$ cat src/rtl/id_ex_stage_pkg.sv
// rtl/id_ex_stage_pkg.sv - shared constants for the ID/EX pipeline stage
// Halt FSM encodings, ecall halt constants and small decode helpers.
package id_ex_stage_pkg;

  localparam logic [1:0] ST_RUN    = 2'd0;
  localparam logic [1:0] ST_DRAIN  = 2'd1;
  localparam logic [1:0] ST_HALTED = 2'd2;

  localparam int         ECALL_HALT_VALUE = 10;
  localparam logic [4:0] ECALL_ARG_REG    = 5'd17;

  typedef struct packed {
    logic wb_enable;
    logic mem_enable;
    logic mem_write;
    logic op2_imm;
    logic is_ecall;
  } ctrl_t;

  function automatic logic is_load(input logic mem_enable, input logic mem_write,
                                   input logic wb_enable);
    return mem_enable & ~mem_write & wb_enable;
  endfunction

endpackage

$ cat src/rtl/id_ex_stage_if.sv
// rtl/id_ex_stage_if.sv - ID-side inputs and EX-side outputs of the ID/EX stage
// The stage uses the slave modport; the decode/driver side uses master.
interface id_ex_stage_if #(
  parameter int XLEN = 32
);
  logic            id_valid;
  logic            id_wb_enable;
  logic            id_mem_enable;
  logic            id_mem_write;
  logic            id_op2_imm;
  logic            id_is_ecall;
  logic [4:0]      id_rs1;
  logic [4:0]      id_rs2;
  logic [4:0]      id_rd;
  logic [XLEN-1:0] id_pc;
  logic [XLEN-1:0] id_rs1_data;
  logic [XLEN-1:0] id_rs2_data;
  logic [XLEN-1:0] id_imm;
  logic [3:0]      id_alu_ctrl;
  logic            flush_ex;

  logic            ex_valid;
  logic            ex_wb_enable;
  logic            ex_mem_enable;
  logic            ex_mem_write;
  logic            ex_op2_imm;
  logic            ex_is_ecall;
  logic [4:0]      ex_rd;
  logic [XLEN-1:0] ex_pc;
  logic [XLEN-1:0] ex_rs1_data;
  logic [XLEN-1:0] ex_rs2_data;
  logic [XLEN-1:0] ex_imm;
  logic [3:0]      ex_alu_ctrl;
  logic            stall_if_id;
  logic            halted;
  logic [31:0]     bubble_count;

  modport master (
    output id_valid, id_wb_enable, id_mem_enable, id_mem_write, id_op2_imm, id_is_ecall,
           id_rs1, id_rs2, id_rd, id_pc, id_rs1_data, id_rs2_data, id_imm, id_alu_ctrl,
           flush_ex,
    input  ex_valid, ex_wb_enable, ex_mem_enable, ex_mem_write, ex_op2_imm, ex_is_ecall,
           ex_rd, ex_pc, ex_rs1_data, ex_rs2_data, ex_imm, ex_alu_ctrl,
           stall_if_id, halted, bubble_count
  );

  modport slave (
    input  id_valid, id_wb_enable, id_mem_enable, id_mem_write, id_op2_imm, id_is_ecall,
           id_rs1, id_rs2, id_rd, id_pc, id_rs1_data, id_rs2_data, id_imm, id_alu_ctrl,
           flush_ex,
    output ex_valid, ex_wb_enable, ex_mem_enable, ex_mem_write, ex_op2_imm, ex_is_ecall,
           ex_rd, ex_pc, ex_rs1_data, ex_rs2_data, ex_imm, ex_alu_ctrl,
           stall_if_id, halted, bubble_count
  );
endinterface

$ cat src/rtl/hazard_detect.sv
// rtl/hazard_detect.sv - combinational load-use hazard detection
// Flags an ID instruction that reads the destination of a load sitting in EX.
module hazard_detect
  import id_ex_stage_pkg::*;
(
  input  logic       i_ex_valid,
  input  logic       i_ex_mem_enable,
  input  logic       i_ex_mem_write,
  input  logic       i_ex_wb_enable,
  input  logic [4:0] i_ex_rd,
  input  logic       i_id_valid,
  input  logic       i_id_is_ecall,
  input  logic       i_id_op2_imm,
  input  logic       i_id_mem_write,
  input  logic [4:0] i_id_rs1,
  input  logic [4:0] i_id_rs2,
  output logic       o_load_use
);
  logic [4:0] w_src1;
  logic       w_src1_hit;
  logic       w_src2_hit;
  logic       w_ex_load;

  // ecall reads its argument register implicitly, not the encoded rs1 field
  assign w_src1     = i_id_is_ecall ? ECALL_ARG_REG : i_id_rs1;
  assign w_src1_hit = (w_src1 == i_ex_rd);
  // rs2 is a real source for register-register ops and for store data
  assign w_src2_hit = (i_id_rs2 == i_ex_rd) & (~i_id_op2_imm | i_id_mem_write);
  assign w_ex_load  = i_ex_valid & is_load(i_ex_mem_enable, i_ex_mem_write, i_ex_wb_enable)
                    & (i_ex_rd != 5'd0);

  assign o_load_use = w_ex_load & i_id_valid & (w_src1_hit | w_src2_hit);
endmodule

$ cat src/rtl/id_ex_stage.sv
// rtl/id_ex_stage.sv - ID/EX pipeline register with load-use bubbling and ecall halt
// Owns the EX register, the bubble counter and the RUN/DRAIN/HALTED sequencer.
module id_ex_stage
  import id_ex_stage_pkg::*;
#(
  parameter int XLEN       = 32,
  parameter int HALT_DRAIN = 2
) (
  input  logic          clk,
  input  logic          reset_n,
  id_ex_stage_if.slave  bus
);
  localparam int             CW         = (HALT_DRAIN > 1) ? $clog2(HALT_DRAIN) : 1;
  localparam logic [CW-1:0]  DRAIN_LOAD = CW'(HALT_DRAIN - 1);

  logic [1:0]      r_state;
  logic [CW-1:0]   r_drain_cnt;
  logic            r_valid;
  ctrl_t           r_ctrl;
  logic [4:0]      r_rd;
  logic [XLEN-1:0] r_pc;
  logic [XLEN-1:0] r_rs1_data;
  logic [XLEN-1:0] r_rs2_data;
  logic [XLEN-1:0] r_imm;
  logic [3:0]      r_alu_ctrl;
  logic [31:0]     r_bubble_count;

  logic w_load_use;
  logic w_run;
  logic w_halt_req;
  logic w_bubble;

  hazard_detect u_hazard_detect (
    .i_ex_valid      (r_valid),
    .i_ex_mem_enable (r_ctrl.mem_enable),
    .i_ex_mem_write  (r_ctrl.mem_write),
    .i_ex_wb_enable  (r_ctrl.wb_enable),
    .i_ex_rd         (r_rd),
    .i_id_valid      (bus.id_valid),
    .i_id_is_ecall   (bus.id_is_ecall),
    .i_id_op2_imm    (bus.id_op2_imm),
    .i_id_mem_write  (bus.id_mem_write),
    .i_id_rs1        (bus.id_rs1),
    .i_id_rs2        (bus.id_rs2),
    .o_load_use      (w_load_use)
  );

  assign w_run      = (r_state == ST_RUN);
  assign w_halt_req = r_valid & r_ctrl.is_ecall & (r_rs1_data == XLEN'(ECALL_HALT_VALUE));
  assign w_bubble   = ~w_run | bus.flush_ex | w_load_use;

  // Bubbles clear only valid/control; data fields hold their last value
  always_ff @(posedge clk or negedge reset_n) begin
    if (!reset_n) begin
      r_valid    <= 1'b0;
      r_ctrl     <= '0;
      r_rd       <= '0;
      r_pc       <= '0;
      r_rs1_data <= '0;
      r_rs2_data <= '0;
      r_imm      <= '0;
      r_alu_ctrl <= '0;
    end else if (w_bubble) begin
      r_valid    <= 1'b0;
      r_ctrl     <= '0;
    end else begin
      r_valid    <= bus.id_valid;
      r_ctrl     <= '{wb_enable:  bus.id_wb_enable,
                      mem_enable: bus.id_mem_enable,
                      mem_write:  bus.id_mem_write,
                      op2_imm:    bus.id_op2_imm,
                      is_ecall:   bus.id_is_ecall};
      r_rd       <= bus.id_rd;
      r_pc       <= bus.id_pc;
      r_rs1_data <= bus.id_rs1_data;
      r_rs2_data <= bus.id_rs2_data;
      r_imm      <= bus.id_imm;
      r_alu_ctrl <= bus.id_alu_ctrl;
    end
  end

  // A flush already squashes the instruction, so that bubble is not a load-use one
  always_ff @(posedge clk or negedge reset_n) begin
    if (!reset_n) begin
      r_bubble_count <= '0;
    end else if (w_run & ~bus.flush_ex & w_load_use) begin
      r_bubble_count <= r_bubble_count + 32'd1;
    end
  end

  always_ff @(posedge clk or negedge reset_n) begin
    if (!reset_n) begin
      r_state     <= ST_RUN;
      r_drain_cnt <= '0;
    end else begin
      case (r_state)
        ST_RUN: begin
          if (w_halt_req) begin
            r_state     <= ST_DRAIN;
            r_drain_cnt <= DRAIN_LOAD;
          end
        end
        ST_DRAIN: begin
          if (r_drain_cnt == '0) begin
            r_state <= ST_HALTED;
          end else begin
            r_drain_cnt <= r_drain_cnt - 1'b1;
          end
        end
        ST_HALTED: r_state <= ST_HALTED;
        default:   r_state <= ST_RUN;
      endcase
    end
  end

  assign bus.ex_valid      = r_valid;
  assign bus.ex_wb_enable  = r_ctrl.wb_enable;
  assign bus.ex_mem_enable = r_ctrl.mem_enable;
  assign bus.ex_mem_write  = r_ctrl.mem_write;
  assign bus.ex_op2_imm    = r_ctrl.op2_imm;
  assign bus.ex_is_ecall   = r_ctrl.is_ecall;
  assign bus.ex_rd         = r_rd;
  assign bus.ex_pc         = r_pc;
  assign bus.ex_rs1_data   = r_rs1_data;
  assign bus.ex_rs2_data   = r_rs2_data;
  assign bus.ex_imm        = r_imm;
  assign bus.ex_alu_ctrl   = r_alu_ctrl;
  assign bus.stall_if_id   = w_load_use | ~w_run;
  assign bus.halted        = (r_state == ST_HALTED);
  assign bus.bubble_count  = r_bubble_count;
endmodule

$ cat src/flat_wrapper.sv
// flat-port wrapper written by rule: the top's interface ports become plain ports
module id_ex_stage_flat import id_ex_stage_pkg::*;
#(
  parameter int XLEN       = 32,
  parameter int HALT_DRAIN = 2
)
  (clk, reset_n, bus_id_valid, bus_id_wb_enable, bus_id_mem_enable, bus_id_mem_write, bus_id_op2_imm, bus_id_is_ecall, bus_id_rs1, bus_id_rs2, bus_id_rd, bus_id_pc, bus_id_rs1_data, bus_id_rs2_data, bus_id_imm, bus_id_alu_ctrl, bus_flush_ex, bus_ex_valid, bus_ex_wb_enable, bus_ex_mem_enable, bus_ex_mem_write, bus_ex_op2_imm, bus_ex_is_ecall, bus_ex_rd, bus_ex_pc, bus_ex_rs1_data, bus_ex_rs2_data, bus_ex_imm, bus_ex_alu_ctrl, bus_stall_if_id, bus_halted, bus_bubble_count);
  id_ex_stage_if #(.XLEN(XLEN)) bus_i ();
  input  logic clk;
  input  logic reset_n;
  input wire logic [$bits(bus_i.id_valid)-1:0] bus_id_valid;
  input wire logic [$bits(bus_i.id_wb_enable)-1:0] bus_id_wb_enable;
  input wire logic [$bits(bus_i.id_mem_enable)-1:0] bus_id_mem_enable;
  input wire logic [$bits(bus_i.id_mem_write)-1:0] bus_id_mem_write;
  input wire logic [$bits(bus_i.id_op2_imm)-1:0] bus_id_op2_imm;
  input wire logic [$bits(bus_i.id_is_ecall)-1:0] bus_id_is_ecall;
  input wire logic [$bits(bus_i.id_rs1)-1:0] bus_id_rs1;
  input wire logic [$bits(bus_i.id_rs2)-1:0] bus_id_rs2;
  input wire logic [$bits(bus_i.id_rd)-1:0] bus_id_rd;
  input wire logic [$bits(bus_i.id_pc)-1:0] bus_id_pc;
  input wire logic [$bits(bus_i.id_rs1_data)-1:0] bus_id_rs1_data;
  input wire logic [$bits(bus_i.id_rs2_data)-1:0] bus_id_rs2_data;
  input wire logic [$bits(bus_i.id_imm)-1:0] bus_id_imm;
  input wire logic [$bits(bus_i.id_alu_ctrl)-1:0] bus_id_alu_ctrl;
  input wire logic [$bits(bus_i.flush_ex)-1:0] bus_flush_ex;
  output wire logic [$bits(bus_i.ex_valid)-1:0] bus_ex_valid;
  output wire logic [$bits(bus_i.ex_wb_enable)-1:0] bus_ex_wb_enable;
  output wire logic [$bits(bus_i.ex_mem_enable)-1:0] bus_ex_mem_enable;
  output wire logic [$bits(bus_i.ex_mem_write)-1:0] bus_ex_mem_write;
  output wire logic [$bits(bus_i.ex_op2_imm)-1:0] bus_ex_op2_imm;
  output wire logic [$bits(bus_i.ex_is_ecall)-1:0] bus_ex_is_ecall;
  output wire logic [$bits(bus_i.ex_rd)-1:0] bus_ex_rd;
  output wire logic [$bits(bus_i.ex_pc)-1:0] bus_ex_pc;
  output wire logic [$bits(bus_i.ex_rs1_data)-1:0] bus_ex_rs1_data;
  output wire logic [$bits(bus_i.ex_rs2_data)-1:0] bus_ex_rs2_data;
  output wire logic [$bits(bus_i.ex_imm)-1:0] bus_ex_imm;
  output wire logic [$bits(bus_i.ex_alu_ctrl)-1:0] bus_ex_alu_ctrl;
  output wire logic [$bits(bus_i.stall_if_id)-1:0] bus_stall_if_id;
  output wire logic [$bits(bus_i.halted)-1:0] bus_halted;
  output wire logic [$bits(bus_i.bubble_count)-1:0] bus_bubble_count;
  assign bus_i.id_valid = bus_id_valid;
  assign bus_i.id_wb_enable = bus_id_wb_enable;
  assign bus_i.id_mem_enable = bus_id_mem_enable;
  assign bus_i.id_mem_write = bus_id_mem_write;
  assign bus_i.id_op2_imm = bus_id_op2_imm;
  assign bus_i.id_is_ecall = bus_id_is_ecall;
  assign bus_i.id_rs1 = bus_id_rs1;
  assign bus_i.id_rs2 = bus_id_rs2;
  assign bus_i.id_rd = bus_id_rd;
  assign bus_i.id_pc = bus_id_pc;
  assign bus_i.id_rs1_data = bus_id_rs1_data;
  assign bus_i.id_rs2_data = bus_id_rs2_data;
  assign bus_i.id_imm = bus_id_imm;
  assign bus_i.id_alu_ctrl = bus_id_alu_ctrl;
  assign bus_i.flush_ex = bus_flush_ex;
  assign bus_ex_valid = bus_i.ex_valid;
  assign bus_ex_wb_enable = bus_i.ex_wb_enable;
  assign bus_ex_mem_enable = bus_i.ex_mem_enable;
  assign bus_ex_mem_write = bus_i.ex_mem_write;
  assign bus_ex_op2_imm = bus_i.ex_op2_imm;
  assign bus_ex_is_ecall = bus_i.ex_is_ecall;
  assign bus_ex_rd = bus_i.ex_rd;
  assign bus_ex_pc = bus_i.ex_pc;
  assign bus_ex_rs1_data = bus_i.ex_rs1_data;
  assign bus_ex_rs2_data = bus_i.ex_rs2_data;
  assign bus_ex_imm = bus_i.ex_imm;
  assign bus_ex_alu_ctrl = bus_i.ex_alu_ctrl;
  assign bus_stall_if_id = bus_i.stall_if_id;
  assign bus_halted = bus_i.halted;
  assign bus_bubble_count = bus_i.bubble_count;
  id_ex_stage #(.XLEN(XLEN), .HALT_DRAIN(HALT_DRAIN)) u_core (.clk(clk), .reset_n(reset_n), .bus(bus_i));
endmodule
$ cat config.mk
export PLATFORM = sky130hd
export DESIGN_NAME = id_ex_stage_flat
export DESIGN_NICKNAME = d
export VERILOG_FILES = /design/src/rtl/id_ex_stage_pkg.sv /design/src/rtl/id_ex_stage_if.sv /design/src/rtl/hazard_detect.sv /design/src/rtl/id_ex_stage.sv /design/src/flat_wrapper.sv
export SDC_FILE = /design/constraint.sdc
export NUM_CORES = 1
export LEC_CHECK = 0
export ABC_AREA = 1
export ABC_CLOCK_PERIOD_IN_PS = 2430
export BUFFER_PORTS_ARGS = -buffer_cell sky130_fd_sc_hd__buf_2
export CAP_MARGIN = 20
export CORE_MARGIN = 2
export CORE_UTILIZATION = 30
export CTS_BUF_LIST = sky130_fd_sc_hd__clkbuf_4 sky130_fd_sc_hd__clkbuf_8
export DETAILED_ROUTE_END_ITERATION = 10
export SLEW_MARGIN = 25
export SYNTH_ARGS = -nofsm -noshare
export SYNTH_HDL_FRONTEND = slang
export SYNTH_SLANG_ARGS = --single-unit
$ cat constraint.sdc
create_clock -name clk -period 2.43 [get_ports clk]
set_clock_uncertainty 0.05 [all_clocks]
set_input_delay 0.486 -clock clk [delete_from_list [all_inputs] [get_ports clk]]
set_output_delay 0.486 -clock clk [all_outputs]
set_load 0.03 [all_outputs]
==> results of run 1 <==
-- worst max-delay path: stages (launching register included) --
cell	delay [ns]
dfrtp_2	0.46
inv_1	0.09
nor2_1	0.06
nor3_2	0.17
nand3_1	0.12
nand2_2	0.13
nand2_4	0.09
nand2_2	0.07
buf_6	0.14
-- cell families (layout without fill, tap and decap cells) --
family	count (synthesis)	in the layout	share of synthesized area, %
buffers and inverters	103	437	5.49
other	0	7	0
and+or+nand+nor	756	756	38.3
xor gates and xnor gates	12	12	1.27
DFF	178	178	53.7
adders and majority gates	5	5	0.754
AOI/OAI and AO/OA	9	9	0.573
-- synthesized netlist by cell type --
library cell	count	area, um^2
dfrtp_1	178	4450
nor2_1	83	312
clkbuf_1	9	33.8
nand4_1	38	238
buf_2	28	140
nor2b_1	1	6.26
nand3_1	163	816
buf_4	7	52.6
o21a_1	1	7.51
ha_1	5	62.6
xnor2_1	7	61.3
o21ai_0	8	40.0
xor2_1	5	43.8
nand3b_1	6	45.0
inv_1	43	161
inv_2	2	7.51
buf_6	1	11.3
nor3_1	6	30.0
nand2_1	456	1710
buf_1	13	48.8
nand2_2	3	18.8
-- final timing paths --
kind,from,endpoint,slack (ns),cells after the start
max,u_core.bus.ex_rd[4]$_DFFE_PN0N_,bus_stall_if_id,0.10,8
min,bus_id_wb_enable,u_core.bus.ex_wb_enable$_DFF_PN0_,0.17,3
max reg2reg,u_core.bus.ex_rd[4]$_DFFE_PN0N_,u_core.bus.bubble_count[27]$_DFFE_PN0P_,0.26,11
min reg2reg,u_core.bus.ex_rs2_data[15]$_DFFE_PN0N_,u_core.bus.ex_rs2_data[15]$_DFFE_PN0N_,0.42,2
max in group asynchronous,reset_n,u_core.bus.ex_rs2_data[14]$_DFFE_PN0N_,1.07,4
min in group asynchronous,reset_n,u_core.bus.ex_pc[24]$_DFFE_PN0N_,0.46,2
-- per-layer routing --
layer / GRT usage [%] / vias to the layer above / share of wire (%)
met1: 23.1 / 3835 / 43
met2: 30.2 / 237 / 48
met3: 4.28 / 44 / 6.0
li1: - / 4036 / -
met4: 7.36 / 4 / 2.3
met5: 0 / - / 0.061
-- layout make-up --
class	count	share of cell area, %
multi-input combinational	782	31.2
antenna	7	0.160
sequential	178	40.8
clock inverter	14	1.48
timing repair buffer	360	18.6
inverter	45	1.57
tap	341	3.90
clock buffer	18	2.27
-- power by group through the flow --
stage | combinational (uW) | sequential (uW) | clock (uW)
after floorplan | 1950 | 7040 | 0
after global placement | 6280 | 4830 | 0
after detailed placement | 6360 | 4840 | 0
after CTS | 6350 | 4820 | 2230
after global routing | 6960 | 4960 | 2370
final | 6380 | 4810 | 2150
-- per-stage QoR --
stage	utilization, %	power, uW
after floorplan	-	8980
after global placement	38.6	11100
after detailed placement	38.6	11200
after CTS	40.1	13400
after global routing	40.5	14300
final	40.5	13300
-- state kept, by name, indices dropped and copies added (netlist names), 2 cells and up --
| signal | flops |
|---|---|
| u_core.bus.ex_rs2_data | 32 |
| u_core.bus.bubble_count | 32 |
| u_core.bus.ex_rd | 5 |
| u_core.bus.ex_imm | 32 |
| u_core.bus.ex_alu_ctrl | 4 |
| u_core.bus.ex_rs1_data | 32 |
| u_core.r_state | 2 |
| u_core.bus.ex_pc | 32 |
-- repair_timing --
action | 4_1_cts | 5_1_grt
hold buffers | 1 | 0
endpoints found under the hold margin | 49 | 0
setup endpoints to repair | 1 | 1
setup buffers | 0 | 7
pin swaps | 0 | 5
cloned | 0 | 0
gates resized for setup | 3 | 7
==> out/qor.yml, run 1 <==
setup_path:
  crit_arrival_ns: 1.79
  endpoint_kind: "primary output"
  critPathLaunchType: "flop"
  cp.required_ns: 1.89
  path_class: "reg -> out"
  critical_path.max_fanout: 5
sta:
  period_needed_ns: 2.33
  finalSetupTns_ns: 0
  finalMaxSlewViolations: 0
  setup_slack_ns: 0.105
  final-hold-violation-count: 0
  finalSetupViolCount: 0
  fin_crit_sh_pct: 95.7
  timing.hold.ws_ns: 0.172
  worstMarginPinSlew_ns: 0.511
  max_freq_mhz: 430
  slew-limit-headroom_pct: 66.0
detailed_routing:
  avgRoutedWirePerCell_um: 15.1
  drt-pass1-iter-count: 5
  via_count: 8156
  drcViolationCount: 0
  wirelength_um: 26300
  avgViaCountPerCell: 4.67
  ant_nets: 0
  drt_iter0_drc: 396
floorplan:
  io_pins: 333
  die_w_um: 170
  fp-row-count: 60
  die_h_um: 170
  die-area_mm2: 0.0290
  core_mm2: 0.0270
  start_util_pct: 30.7
synth:
  syn_avg_cell_area_um2: 7.81
  yosysSeqAreaShare_pct: 53.7
  ys_types: 21
  syn_area_mm2: 0.00830
  yosys_warnings: 0
  syn_nets: 1224
  yosys_register_bits: 178
  syn_inst: 1063
power_and_ir_drop:
  clock_power_share_pct: 16.1
  powerDensity_mw_per_mm2: 1220
  intPower_uw: 6850
  swShare_pct: 48.6
  p_sw_uw: 6490
  ir_drop_v: 0.000660
  pwr-share-comb_pct: 47.8
  seq_power_share_pct: 36.0
  p_leak_uw: 0.00611
global_routing:
  grt_max_degree: 82
  antenna_found_initial: 9
  overflow: 0
  grt_pass1_vias: 7969
  grt_pass1_wl_um: 41800
  grt_use_total_pct: 18.3
clock_network:
  cts.clk_slew.worst_paths_ns: 0.11
  cts_buffer_depth: 2
  cts_num_sinks: 178
  cts_tree: "yes"
  htreeDepth: 4
  clock_latency_ns: 0.47
  root_buffer: "clkbuf_8"
  numCtsBuffers: 17
placed_design:
  dp.cells: 1698
  placed_area_mm2: 0.0104
  io_buffers: 332
  hpwl_um: 19000
  gp_congestion: 0.904
  dp_worst_setup_slack_ns: 0.123
layout:
  fin_cells: 1745
  num-fill-cells: 2832
  layout_common_cells: "454 x nand2_1, 330 x buf_2, 174 x dfrtp_1, 163 x nand3_1, 83 x nor2_1"
  synthToLayoutAreaGrowth_pct: 31.7
  drive_above_1_share_pct: 29.0
  ff_latch_area_mm2: 0.00446
  multi_input_area_mm2: 0.00341
  mostFrequentLayoutCell: "nand2_1"
  finalNetCount: 1545
  fin_area_mm2: 0.0109
flow_run:
  maxCapViolCount: 0
hold_path:
  hold_path_class: "in -> reg"
status:
  status: "finished clean"
Note: power is estimated with default switching activity, not from simulation.
==> run 2, diff against run 1 <==
--- a/config.mk
+++ b/config.mk
@@ -6,5 +6,4 @@
 export NUM_CORES = 1
 export LEC_CHECK = 0
-export ABC_AREA = 1
 export ABC_CLOCK_PERIOD_IN_PS = 2430
 export BUFFER_PORTS_ARGS = -buffer_cell sky130_fd_sc_hd__buf_2
==> constraint.sdc (replaced) <==
create_clock -name clk -period 2.43 [get_ports clk]
set_clock_uncertainty 0.05 [all_clocks]
set_input_delay 0.3645 -clock clk [delete_from_list [all_inputs] [get_ports clk]]
set_output_delay 0.3645 -clock clk [all_outputs]
set_load 0.03 [all_outputs]
==> out/qor.yml, run 2 <==
synth:
  yosys_warnings: 0
  syn_avg_cell_area_um2: 15.2
  yosysSeqAreaShare_pct: 59.6
  synth.most_common_cell: "dfrtp_1"
  syn_area_mm2: 0.00748
  yosys_register_bits: 178
  synth-edff-count: 0
  synth_largest_area_cell: "dfrtp_1"
  syn_nets: 653
  synthTopCellsByArea: "dfrtp_1 60%, mux2_4 13%, mux2_2 11%"
  synthArstFlopShare_pct: 100
  syn_inst: 492
  yosysTopAreaCellShare_pct: 59.6
  synthFlopType: "dfrtp_1"
  synthTopCellsByCount: "178 x dfrtp_1, 76 x mux2_2, 64 x mux2_4"
  ys_types: 39
detailed_routing:
  wirelength_um: 20500
  avgViaCountPerCell: 4.38
  route.met2.wl_um: 10000
  wl_met3_um: 1450
  avgRoutedWirePerCell_um: 16.8
  drt_iter0_drc: 213
  highest_layer: "met4"
  ant_nets: 0
  via_count: 5330
  met1_length_um: 8840
  drcViolationCount: 0
  drt-pass1-iter-count: 4
sta:
  finalSetupTns_ns: -23.27
  finalSetupViolCount: 138
  slew-limit-headroom_pct: 63.8
  setup_slack_ns: -0.236
  fin_crit_sh_pct: 110
  period_needed_ns: 2.67
  final-hold-violation-count: 0
  timing.hold.ws_ns: 0.0729
  finalMaxSlewViolations: 0
  max_freq_mhz: 375
  rsz0062_at_grt: "true"
  worstMarginPinSlew_ns: 0.543
layout:
  drive_above_1_share_pct: 63.9
  fin_util_pct: 43.6
  synthToLayoutAreaGrowth_pct: 42.2
  finalNetCount: 1039
  layout_common_cells: "330 x buf_2, 175 x dfrtp_1, 74 x mux2_2, 66 x mux2_4, 29 x xnor2_1"
  mostFrequentLayoutCell: "buf_2"
  num-fill-cells: 2301
power_and_ir_drop:
  intPower_uw: 8250
  swShare_pct: 42.4
  p_leak_uw: 0.00547
  p_sw_uw: 6080
  clock_power_share_pct: 14.4
  powerDensity_mw_per_mm2: 1350
  pwr-share-comb_pct: 51.2
  seq_power_share_pct: 34.4
  ir_drop_v: 0.000770
setup_path:
  rr_endpoint: "u_core.bus.ex_rs2_data[18]$_DFFE_PN0N_"
  critical_path.max_fanout: 8
  critPathLaunchType: "flop"
  endpoint_kind: "flop"
  r2r_slack_ns: -0.24
  r2r_start: "u_core.bus.ex_rd[3]$_DFFE_PN0N_"
  path_class: "reg -> reg"
  r2r_cells: 8
  cp.required_ns: 2.72
  crit_arrival_ns: 2.96
hold_path:
  min_path_cells: 3
  hold_path_class: "in -> reg"
  min_to: "u_core.bus.ex_mem_enable$_DFF_PN0_"
  hp-start: "bus_id_mem_enable"
status:
  status: "complete, but fails checks"
  violations: "setup timing"
global_routing:
  grt_use_total_pct: 15.4
  antenna_found_initial: 3
  grt_pass1_wl_um: 31000
  overflow: 0
  grt_max_degree: 62
  grt_pass1_vias: 5619
floorplan:
  start_util_pct: 30.7
  die_h_um: 162
  die_w_um: 162
  core_mm2: 0.0244
  die-area_mm2: 0.0262
  fp-row-count: 57
  io_pins: 333
clock_network:
  cts_buffer_depth: 2
  cts.clk_slew.worst_paths_ns: 0.10
  htreeDepth: 4
  numCtsBuffers: 17
  root_buffer: "clkbuf_8"
  clock_latency_ns: 0.45
  cts_num_sinks: 178
  cts_tree: "yes"
placed_design:
  io_buffers: 332
  gp_congestion: 0.781
  hpwl_um: 14900
flow_run:
  maxCapViolCount: 0
[run 2: cell types whose count changed after synthesis, moves of 20 or more]
cell	previous run	this run
mux2_2	0	76
nand4_1	38	7
inv_1	43	10
buf_2	28	8
nand3_1	163	15
mux2_4	0	64
xnor2_1	7	29
nand2_1	456	16
nor2_1	83	11
[run 2: per-stage QoR]
stage	worst slack, ns	cells	area [um^2]	power, uW
global route	-0.304	1217	10600	15100
global placement	-0.129	1166	9820	11800
floorplan	-0.212	492	7510	9730
CTS	-0.260	1212	10600	14500
finish	-0.236	1218	10600	14300
detailed placement	-0.175	1166	9820	11900
[run 2: kinds of logic after synthesis]
kind of cell	share of synthesized area, %
AO/OA/AOI/OAI	1.69
AND/OR/NAND/NOR	6.74
XOR/XNOR	4.45
multiplexers	24.4
adder cells (fa/ha/maj)	0.837
buffers and inverters	2.29
flip-flops	59.6
[run 2: per-layer routing]
metal,vias to the layer above,track usage (%)
li1,2512,-
met1,2609,19.7
met2,199,25.7
met3,10,4.37
met4,0,3.94
met5,-,0
[run 2: power by group through the flow]
stage	Combinational, uW	Clock, uW	Sequential, uW
floorplan	2410	0	7320
global placement	6870	0	4970
detailed placement	6950	0	4960
CTS	7360	2160	4940
global route	7720	2290	5110
finish	7340	2060	4940
[run 2: what timing repair did]
action	CTS	global route
endpoints found under the hold margin	58	0
endpoints found under the setup margin	138	147
resized for setup	31	12
buffers inserted	7	2
cloned	7	3
hold buffers	1	0
pin swaps	2	3
[run 2: how the worst max path moves through the flow]
| stage | from | end | slack [ns] | cells after the start |
|---|---|---|---|---|
| after floorplan | u_core.bus.ex_rd[4]$_DFFE_PN0N_ | u_core.bus.ex_imm[0]$_DFFE_PN0N_ | -0.21 | 9 |
| after CTS | u_core.bus.ex_rd[4]$_DFFE_PN0N_ | bus_stall_if_id | -0.26 | 6 |
| final | u_core.bus.ex_rd[3]$_DFFE_PN0N_ | u_core.bus.ex_rs2_data[18]$_DFFE_PN0N_ | -0.24 | 8 |
| after global placement | u_core.bus.ex_rd[4]$_DFFE_PN0N_ | u_core.bus.ex_rs1_data[18]$_DFFE_PN0N_ | -0.13 | 8 |
| after detailed placement | u_core.bus.ex_rd[4]$_DFFE_PN0N_ | u_core.bus.ex_rs1_data[24]$_DFFE_PN0N_ | -0.17 | 8 |
| after global routing | u_core.bus.ex_rd[3]$_DFFE_PN0N_ | u_core.bus.ex_rs2_data[18]$_DFFE_PN0N_ | -0.30 | 8 |
[run 2: final cells by class]
type                       count  area [um^2]  share of cell area, %
clock inverter                11          123                   1.15
tap                          324          405                   3.81
sequential                   178         4460                   41.9
timing repair buffer         384         2420                   22.7
multi-input combinational    287         2920                   27.5
inverter                      10         37.5                  0.353
clock buffer                  20          263                   2.47
antenna                        4         10.0                 0.0941
[run 2: critical path, stage by stage (launching register included)]
cell       delay (ns)
dfrtp_2          0.41
or4_4            0.54
o211ai_4         0.17
nand4b_4         0.17
o21ai_4          0.07
or3_4            0.48
buf_12           0.19
clkbuf_16        0.16
mux2_4           0.29
==> run 3, diff against run 2 <==
BUFFER_PORTS_ARGS = -buffer_cell sky130_fd_sc_hd__buf_4   (was -buffer_cell sky130_fd_sc_hd__buf_2)
CORE_AREA = 2 2 131 133   (was not set)
CORE_MARGIN = not set   (was 2)
CORE_UTILIZATION = not set   (was 30)
DIE_AREA = 0 0 133 135   (was not set)
PLACE_DENSITY = 0.77   (was not set)
==> out/qor.yml, run 3 (synthesis results as in run 2) <==
detailed_routing:
  drt_iter0_drc: 167
  via_count: 5522
  avgViaCountPerCell: 5.01
  drcViolationCount: 0
  ant_nets: 0
  drt-pass1-iter-count: 4
  wirelength_um: 22200
  avgRoutedWirePerCell_um: 20.1
hold_path:
  hold_path_class: "in -> reg"
  hp-start: "bus_id_imm[3]"
  min_path_cells: 2
  min_to: "u_core.bus.ex_imm[3]$_DFFE_PN0N_"
setup_path:
  cp.required_ns: 2.73
  r2r_cells: 8
  endpoint_kind: "flop"
  path_class: "reg -> reg"
  critical_path.max_fanout: 7
  crit_arrival_ns: 2.98
  r2r_start: "u_core.bus.ex_rd[3]$_DFFE_PN0N_"
  rr_endpoint: "u_core.bus.ex_rs1_data[13]$_DFFE_PN0N_"
  r2r_slack_ns: -0.25
  critPathLaunchType: "flop"
  crit_start: "u_core.bus.ex_rd[3]$_DFFE_PN0N_"
power_and_ir_drop:
  ir_drop_v: 0.00104
  swShare_pct: 41.4
  powerDensity_mw_per_mm2: 1340
  p_leak_uw: 0.00561
  seq_power_share_pct: 33.7
  clock_power_share_pct: 12.7
  intPower_uw: 8790
  p_sw_uw: 6200
  pwr-share-comb_pct: 53.6
global_routing:
  grt_use_total_pct: 23.5
  overflow: 0
  grt_max_degree: 63
  grt_pass1_wl_um: 32400
  grt_pass1_vias: 6004
  antenna_found_initial: 0
placed_design:
  gp_congestion: 0.826
  io_buffers: 332
  hpwl_um: 16000
clock_network:
  cts_num_sinks: 178
  htreeDepth: 4
  root_buffer: "clkbuf_8"
  cts_buffer_depth: 2
  cts.clk_slew.worst_paths_ns: 0.10
  numCtsBuffers: 17
  clock_latency_ns: 0.46
  cts_tree: "yes"
floorplan:
  die-area_mm2: 0.0180
  start_util_pct: 45.6
  die_w_um: 133
  fp-row-count: 47
  core_mm2: 0.0164
  die_h_um: 135
  io_pins: 333
layout:
  mostFrequentLayoutCell: "buf_4"
  drive_above_1_share_pct: 63.8
  synthToLayoutAreaGrowth_pct: 49.3
  diodes: 0
  layout_common_cells: "347 x buf_4, 175 x dfrtp_1, 76 x mux2_2, 64 x mux2_4, 29 x xnor2_1"
  fin_util_pct: 68.1
  finalNetCount: 1030
sta:
  slew-limit-headroom_pct: 58.1
  rsz0062_at_grt: "true"
  finalSetupViolCount: 142
  period_needed_ns: 2.68
  timing.hold.ws_ns: 0.0679
  finalMaxSlewViolations: 0
  setup_slack_ns: -0.250
  fin_crit_sh_pct: 110
  max_freq_mhz: 373
  final-hold-violation-count: 0
  worstMarginPinSlew_ns: 0.629
status:
  violations: "setup timing"
  status: "complete, but fails checks"
flow_run:
  maxCapViolCount: 0
run 3: worst max-delay path by stage:
stage	cells past startpoint	end	slack, ns
after floorplan	9	u_core.bus.ex_imm[0]$_DFFE_PN0N_	-0.21
after global placement	7	u_core.bus.ex_rs2_data[20]$_DFFE_PN0N_	-0.06
after detailed placement	7	u_core.bus.ex_rs2_data[31]$_DFFE_PN0N_	-0.12
after CTS	6	bus_stall_if_id	-0.23
after global routing	8	u_core.bus.ex_rs1_data[13]$_DFFE_PN0N_	-0.30
final	8	u_core.bus.ex_rs1_data[13]$_DFFE_PN0N_	-0.25
run 3: cell type report:
type                    instances  area [um^2]
repair buffers                373         3090
clock inverters                13          111
inverters                      10         37.5
fillers                      1157         5240
clock buffers                  19          249
well taps                     220          275
multi-input cells             289         2950
flip-flops and latches        178         4460
run 3: stage by stage:
stage          TNS (ns)  power [uW]  setup slack [ns]  instances  instance area (um^2)
2_1_floorplan    -19.37        9730            -0.212        492                  7510
3_3_place_gp      -7.03       12400           -0.0618       1052                 10400
3_5_place_dp     -13.28       12700            -0.120       1052                 10400
4_1_cts          -25.93       14700            -0.225       1088                 10800
5_1_grt          -32.45       15700            -0.304       1102                 11200
6_report         -25.16       15000            -0.250       1102                 11200
run 3: power by group through the flow:
stage / Combinational (uW) / Clock, uW / Sequential [uW]
2_1_floorplan: 2410 / 0 / 7320
3_3_place_gp: 7450 / 0 / 4990
3_5_place_dp: 7650 / 0 / 5040
4_1_cts: 7690 / 1940 / 5040
5_1_grt: 8400 / 2070 / 5200
6_report: 8040 / 1900 / 5050
run 3: timing repair:
| action | in CTS | in global routing |
|---|---|---|
| hold buffers | 1 | 0 |
| cloned | 0 | 13 |
| setup buffers | 3 | 1 |
| endpoints found under the hold margin | 59 | 0 |
| setup endpoints to repair | 138 | 158 |
| gates resized for setup | 7 | 25 |
| pin swaps | 2 | 5 |
run 3: critical path, stage by stage, from the launching register on:
cell and delay [ns]:
dfrtp_2 0.41, or4_4 0.54, o211ai_2 0.18, nand4b_4 0.18, o21ai_4 0.07, buf_6 0.14, or3_4 0.49, clkbuf_16 0.22
mux2_4 0.29
run 3: metal layers:
layer / routed length, um / track usage (%) / share of wire [%]
met1: 8280 / 26.1 / 37
met2: 11900 / 42.8 / 54
met3: 1440 / 7.47 / 6.5
met4: 505 / 7.41 / 2.3
met5: 0 / 0 / 0
